$ cat config.mk
export PLATFORM = sky130hd
export DESIGN_NAME = core_mem_arbiter
export DESIGN_NICKNAME = d
export VERILOG_FILES = /design/src/rtl/core_mem_arbiter.sv
export VERILOG_INCLUDE_DIRS = /design/src /design/src/rtl
export SDC_FILE = /design/constraint.sdc
export NUM_CORES = 1
export LEC_CHECK = 0
export CAP_MARGIN = 20
export CORE_AREA = 5 5 122 124
export CTS_CLUSTER_SIZE = 8
export DETAILED_ROUTE_END_ITERATION = 8
export DIE_AREA = 0 0 127 129
export PLACE_DENSITY = 0.63
export SYNTH_ARGS = -nofsm -noshare
export SYNTH_HDL_FRONTEND = slang
export SYNTH_SLANG_ARGS = --single-unit
$ cat constraint.sdc
create_clock -name g_clk -period 2.8 [get_ports g_clk]
set_input_delay 0.56 -clock g_clk [delete_from_list [all_inputs] [get_ports g_clk]]
set_output_delay 0.56 -clock g_clk [all_outputs]
set_load 0.02 [all_outputs]
$ cat src/rtl/core_common.svh
// rtl/core_common.svh - shared memory-bus field ranges for the core
`ifndef CORE_COMMON_SVH
`define CORE_COMMON_SVH

`define MEM_ADDR_R 31
`define MEM_DATA_R 31
`define MEM_STRB_R 3
`define MEM_PRV_R  1

`endif

$ cat src/rtl/core_mem_arbiter.sv
// rtl/core_mem_arbiter.sv - fetch/LSU arbiter onto one shared memory bus; CORE_MEM_ARB_RR_EN selects round-robin ties
`include "core_common.svh"

module core_mem_arbiter #(
  parameter int FETCH_STARVE_MAX = 8
) (
  input  logic                 g_clk,
  input  logic                 g_reset,

  input  logic                 imem_req,
  input  logic [`MEM_ADDR_R:0] imem_addr,
  input  logic                 imem_wen,
  input  logic [`MEM_STRB_R:0] imem_strb,
  input  logic [`MEM_DATA_R:0] imem_wdata,
  input  logic [`MEM_PRV_R:0]  imem_prv,
  output logic                 imem_gnt,
  output logic                 imem_err,
  output logic [`MEM_DATA_R:0] imem_rdata,

  input  logic                 dmem_req,
  input  logic [`MEM_ADDR_R:0] dmem_addr,
  input  logic                 dmem_wen,
  input  logic [`MEM_STRB_R:0] dmem_strb,
  input  logic [`MEM_DATA_R:0] dmem_wdata,
  input  logic [`MEM_PRV_R:0]  dmem_prv,
  output logic                 dmem_gnt,
  output logic                 dmem_err,
  output logic [`MEM_DATA_R:0] dmem_rdata,

  output logic                 mem_req,
  output logic                 mem_rtype,
  output logic                 mem_wen,
  output logic [`MEM_ADDR_R:0] mem_addr,
  output logic [`MEM_STRB_R:0] mem_strb,
  output logic [`MEM_DATA_R:0] mem_wdata,
  output logic [`MEM_PRV_R:0]  mem_prv,
  input  logic                 mem_gnt,
  input  logic                 mem_err,
  input  logic [`MEM_DATA_R:0] mem_rdata
);

  typedef enum logic [1:0] {IDLE, BUSY_I, BUSY_D} state_t;

  state_t state_q, state_d;
  logic   owner_valid;   // the current owner is actively requesting
  logic   owner_d;       // 1 = LSU owns the bus, 0 = fetch
  logic   tie_d;         // LSU wins when both request in IDLE
  logic   active;

`ifdef CORE_MEM_ARB_RR_EN
  logic last_gnt_d;

  // Remember which port took the last grant so ties alternate.
  always_ff @(posedge g_clk) begin
    if (g_reset)      last_gnt_d <= 1'b1;
    else if (mem_gnt) last_gnt_d <= owner_d;
  end

  assign tie_d = ~last_gnt_d;
`else
  localparam int CNT_W = $clog2(FETCH_STARVE_MAX + 1);
  logic [CNT_W-1:0] starve_cnt;

  // Count consecutive cycles fetch waits; at saturation fetch takes the next tie.
  always_ff @(posedge g_clk) begin
    if (g_reset || !imem_req || imem_gnt)
      starve_cnt <= '0;
    else if (starve_cnt != CNT_W'(FETCH_STARVE_MAX))
      starve_cnt <= starve_cnt + CNT_W'(1);
  end

  assign tie_d = (starve_cnt != CNT_W'(FETCH_STARVE_MAX));
`endif

  // State register; reset abandons any in-flight transaction.
  always_ff @(posedge g_clk) begin
    if (g_reset) state_q <= IDLE;
    else         state_q <= state_d;
  end

  // Owner selection and next state; a BUSY owner dropping req is a flush abort.
  always_comb begin
    owner_valid = 1'b0;
    owner_d     = 1'b0;
    state_d     = state_q;
    case (state_q)
      IDLE: begin
        owner_valid = imem_req | dmem_req;
        owner_d     = dmem_req & (~imem_req | tie_d);
        if (owner_valid && !mem_gnt) state_d = owner_d ? BUSY_D : BUSY_I;
      end
      BUSY_I: begin
        owner_valid = imem_req;
        if (!imem_req || mem_gnt) state_d = IDLE;
      end
      BUSY_D: begin
        owner_valid = dmem_req;
        owner_d     = 1'b1;
        if (!dmem_req || mem_gnt) state_d = IDLE;
      end
      default: state_d = IDLE;
    endcase
  end

  assign active = owner_valid & ~g_reset;

  // Bus payload is steered straight from the owner with no registering.
  always_comb begin
    mem_req   = active;
    mem_rtype = active & owner_d;
    mem_wen   = 1'b0;
    mem_addr  = '0;
    mem_strb  = '0;
    mem_wdata = '0;
    mem_prv   = '0;
    if (active) begin
      mem_wen   = owner_d ? dmem_wen   : imem_wen;
      mem_addr  = owner_d ? dmem_addr  : imem_addr;
      mem_strb  = owner_d ? dmem_strb  : imem_strb;
      mem_wdata = owner_d ? dmem_wdata : imem_wdata;
      mem_prv   = owner_d ? dmem_prv   : imem_prv;
    end
  end

  assign imem_gnt   = mem_gnt & active & ~owner_d;
  assign dmem_gnt   = mem_gnt & active &  owner_d;
  assign imem_err   = mem_err & active & ~owner_d;
  assign dmem_err   = mem_err & active &  owner_d;
  assign imem_rdata = mem_rdata;
  assign dmem_rdata = mem_rdata;

endmodule

==> impl_metrics.py, run 1 <==
metrics = {
    "run_status": {
        "status": "completed",
    },
    "final_layout": {
        "drive_gt1_share_pct": 19.3,
        "nNetsFinal": 768,
        "final_cell_area_um2": 4710,
        "area_growth_pct": 57.3,
        "fill_cells": 1478,
        "final_cell_mix": "clkdlybuf4s50_1, nand3_1, a22oi_1, a31oi_1, clkbuf_2",
        "final_common_cell": "clkdlybuf4s50_1",
        "num_antenna_cells": 0,
    },
    "clocking": {
        "cts_root_buf": "clkbuf_16",
        "cts_buffer_depth": 2,
        "clock_latency_ns": 0.23,
        "cts_tree": "built",
        "cts.htree.levels": 1,
        "numCtsBuffers": 3,
        "cts.sinks": 6,
        "path_clk_slew_ns": 0.03,
    },
    "die": {
        "core_area_um2": 13700,
        "fp.dieW_um": 127,
        "rows": 43,
        "die_h_um": 129,
        "design.die.area_um2": 16400,
        "start_util_pct": 21.9,
        "io_pins": 321,
    },
    "worst_setup_path": {
        "crit_path_start_kind": "input pin",
        "cp.required_ns": 2.24,
        "critical_path_arrival_ns": 2.20,
        "path_cells": "clkdlybuf4s50_1 > and4b_4 > buf_12 > nand3_1 > a31oi_1 > clkdlybuf4s15_1",
        "end_kind": "primary output",
        "rrSetupSlack_ns": 1.17,
        "cp_slowest_stage_delay_ns": 0.52,
        "crit_buf_inv": 3,
        "critical_path_class": "input pin to primary output",
        "critical-path-slowest-cell": "clkdlybuf4s50_1",
        "critical-path-top-delay-family": "buffers and inverters",
        "cp_max_fo": 34,
    },
    "grt": {
        "busiest_layer": "met2",
        "grt.overflow.total": 0,
        "grt_pass1_wl_mm": 21.6,
        "grt_use_total_pct": 15.7,
        "use_met2_pct": 25.5,
        "grt_pass1_vias": 4162,
        "antenna_found_initial": 0,
        "use_met1_pct": 19.6,
        "met3_usage_pct": 4.65,
        "grt_max_degree": 42,
    },
    "power_and_ir_drop": {
        "powerDensity_nw_per_um2": 227,
        "finalPower_w": 0.00107,
        "leakage_nw": 1.74,
        "vdd_drop_max_v": 0.000175,
    },
    "placed_design": {
        "post_dp_cell_area_um2": 4950,
        "gp_congestion": 0.848,
        "port_buffers": 224,
        "dp_hpwl_mm": 10.6,
    },
    "synth": {
        "ys_types": 31,
        "syn_inst": 447,
        "ys_ff_latch": 6,
        "synth_warnings": 0,
        "syn_nets": 629,
        "ys_seq_area_share_pct": 4.01,
        "synth.avg_cell_area_um2": 6.70,
        "synthesis.area_um2": 2990,
    },
    "routing": {
        "vias_per_cell": 5.62,
        "wl_per_cell_um": 18.8,
        "initialDrtViolationCount": 334,
        "first_pass_iters": 6,
        "drt_wl_total_mm": 14.3,
        "vias": 4294,
        "drtAntennaViolNets": 0,
        "drc": 0,
    },
    "flow_run": {
        "maxCapViolCount": 0,
    },
    "sta": {
        "post-route-period-util_pct": 98.5,
        "finalClockSkew_ns": 0.00308,
        "min_period_ns": 2.76,
        "slew_viol_final": 0,
        "slew_headroom_pct": 77.9,
        "worstMarginPinSlew_ns": 0.322,
        "fmax_ghz": 0.362,
        "tns_ns": 0,
        "finalHoldViolCount": 0,
        "final-setup-viol-count": 0,
    },
    "worst_hold_path": {
        "hold_class": "register to register",
    },
}
[per-layer routing]
layer  vias up  share of wire (%)
met3        52                 11
met1      1996                 39
met5         -                  0
met2       288                 47
li1       1958                  -
met4         0                3.3
[final cells by class]
| type | instances | area [um2] | share of cell area [%] |
|---|---|---|---|
| clock buffers | 3 | 75.1 | 1.59 |
| inverters | 3 | 11.3 | 0.239 |
| multi-input cells | 318 | 1990 | 42.2 |
| flip-flops and latches | 6 | 120 | 2.55 |
| well taps | 180 | 225 | 4.78 |
| repair buffers | 254 | 2290 | 48.7 |
[timing repair]
item,4_1_cts,5_1_grt
gates cloned,0,1
resized for setup,107,198
setup endpoints to repair,77,73
buffers inserted,0,1
hold buffers,0,0
[power breakdown]
group          total [W]  leakage [nW]  internal, W  switching [W]
combinational   0.000743          1.66     0.000369       0.000374
clock           0.000234        0.0370     0.000183      0.0000504
sequential     0.0000922        0.0488    0.0000886     0.00000364
total            0.00107          1.74     0.000641       0.000428
[tightest hold or removal path, stage by stage, from the launching register on]
cell      delay (ns)
dfxtp_1         0.33
xnor2_1         0.16
a311oi_1        0.04
[cell usage after synthesis]
master | n | area [um2]
clkbuf_2 | 1 | 5.00
and3_1 | 2 | 12.5
nand3_1 | 143 | 716
a21oi_4 | 1 | 16.3
nand2b_1 | 4 | 25.0
a21oi_1 | 1 | 5.00
buf_12 | 8 | 160
a22oi_1 | 71 | 533
inv_2 | 1 | 3.75
xor2_1 | 1 | 8.76
a2111oi_0 | 1 | 8.76
nor4_1 | 1 | 6.26
nor2_1 | 2 | 7.51
buf_2 | 33 | 165
xnor2_1 | 1 | 8.76
nor2b_1 | 4 | 25.0
mux2i_1 | 1 | 10.0
a21o_1 | 1 | 7.51
nand3b_1 | 1 | 7.51
inv_1 | 2 | 7.51
o21bai_1 | 1 | 7.51
nand2_1 | 1 | 3.75
ha_1 | 2 | 25.0
clkbuf_1 | 1 | 3.75
nor3b_1 | 2 | 15.0
buf_4 | 77 | 578
dfxtp_1 | 6 | 120
and4b_4 | 1 | 13.8
a311oi_1 | 4 | 35.0
a31oi_1 | 71 | 444
nand4b_1 | 1 | 8.76
[registers in the layout, summed over array words and instances (netlist names)]
register,count
starve_cnt,4
state_q,2
[worst paths after layout]
check / startpoint / end / depth (start not counted)
min: starve_cnt[0] / starve_cnt[0] / 2
min reg2reg: starve_cnt[0] / starve_cnt[0] / 2
max reg2reg: state_q[0] / starve_cnt[3] / 6
max: imem_req / mem_wdata[15] / 6
[metrics by stage]
stage | hold slack (ns) | worst slack [ns] | instances | util, %
2_1_floorplan | 0.527 | 0.674 | 447 | -
3_3_place_gp | 0.556 | -0.341 | 759 | 36.2
3_5_place_dp | 0.575 | -0.358 | 759 | 36.2
4_1_cts | 0.584 | -0.0585 | 762 | 36.2
5_1_grt | 0.621 | -0.00925 | 764 | 34.5
6_report | 0.584 | 0.0407 | 764 | 34.5
[cell families (layout without fill, tap and decap cells)]
logic type      after synthesis  after routing  share of synthesized area (%)
fa+ha+maj                     2              2                          0.836
mux                           1              1                          0.334
buf+inv                     123            260                           30.8
xor+xnor                      2              2                          0.585
simple gates                162            162                           28.1
compound gates              151            151                           35.3
flops                         6              6                           4.01
(Power assumes the default switching activity.)
==> run 2: changes to the inputs <==
--- a/config.mk
+++ b/config.mk
@@ -6,6 +6,7 @@
 export SDC_FILE = /design/constraint.sdc
 export NUM_CORES = 1
 export LEC_CHECK = 0
+export ABC_CLOCK_PERIOD_IN_PS = 2800
 export CAP_MARGIN = 20
 export CORE_AREA = 5 5 122 124
 export CTS_CLUSTER_SIZE = 8
==> results of run 2 <==
Final layout, timing and power as in run 1 (identical DEF).
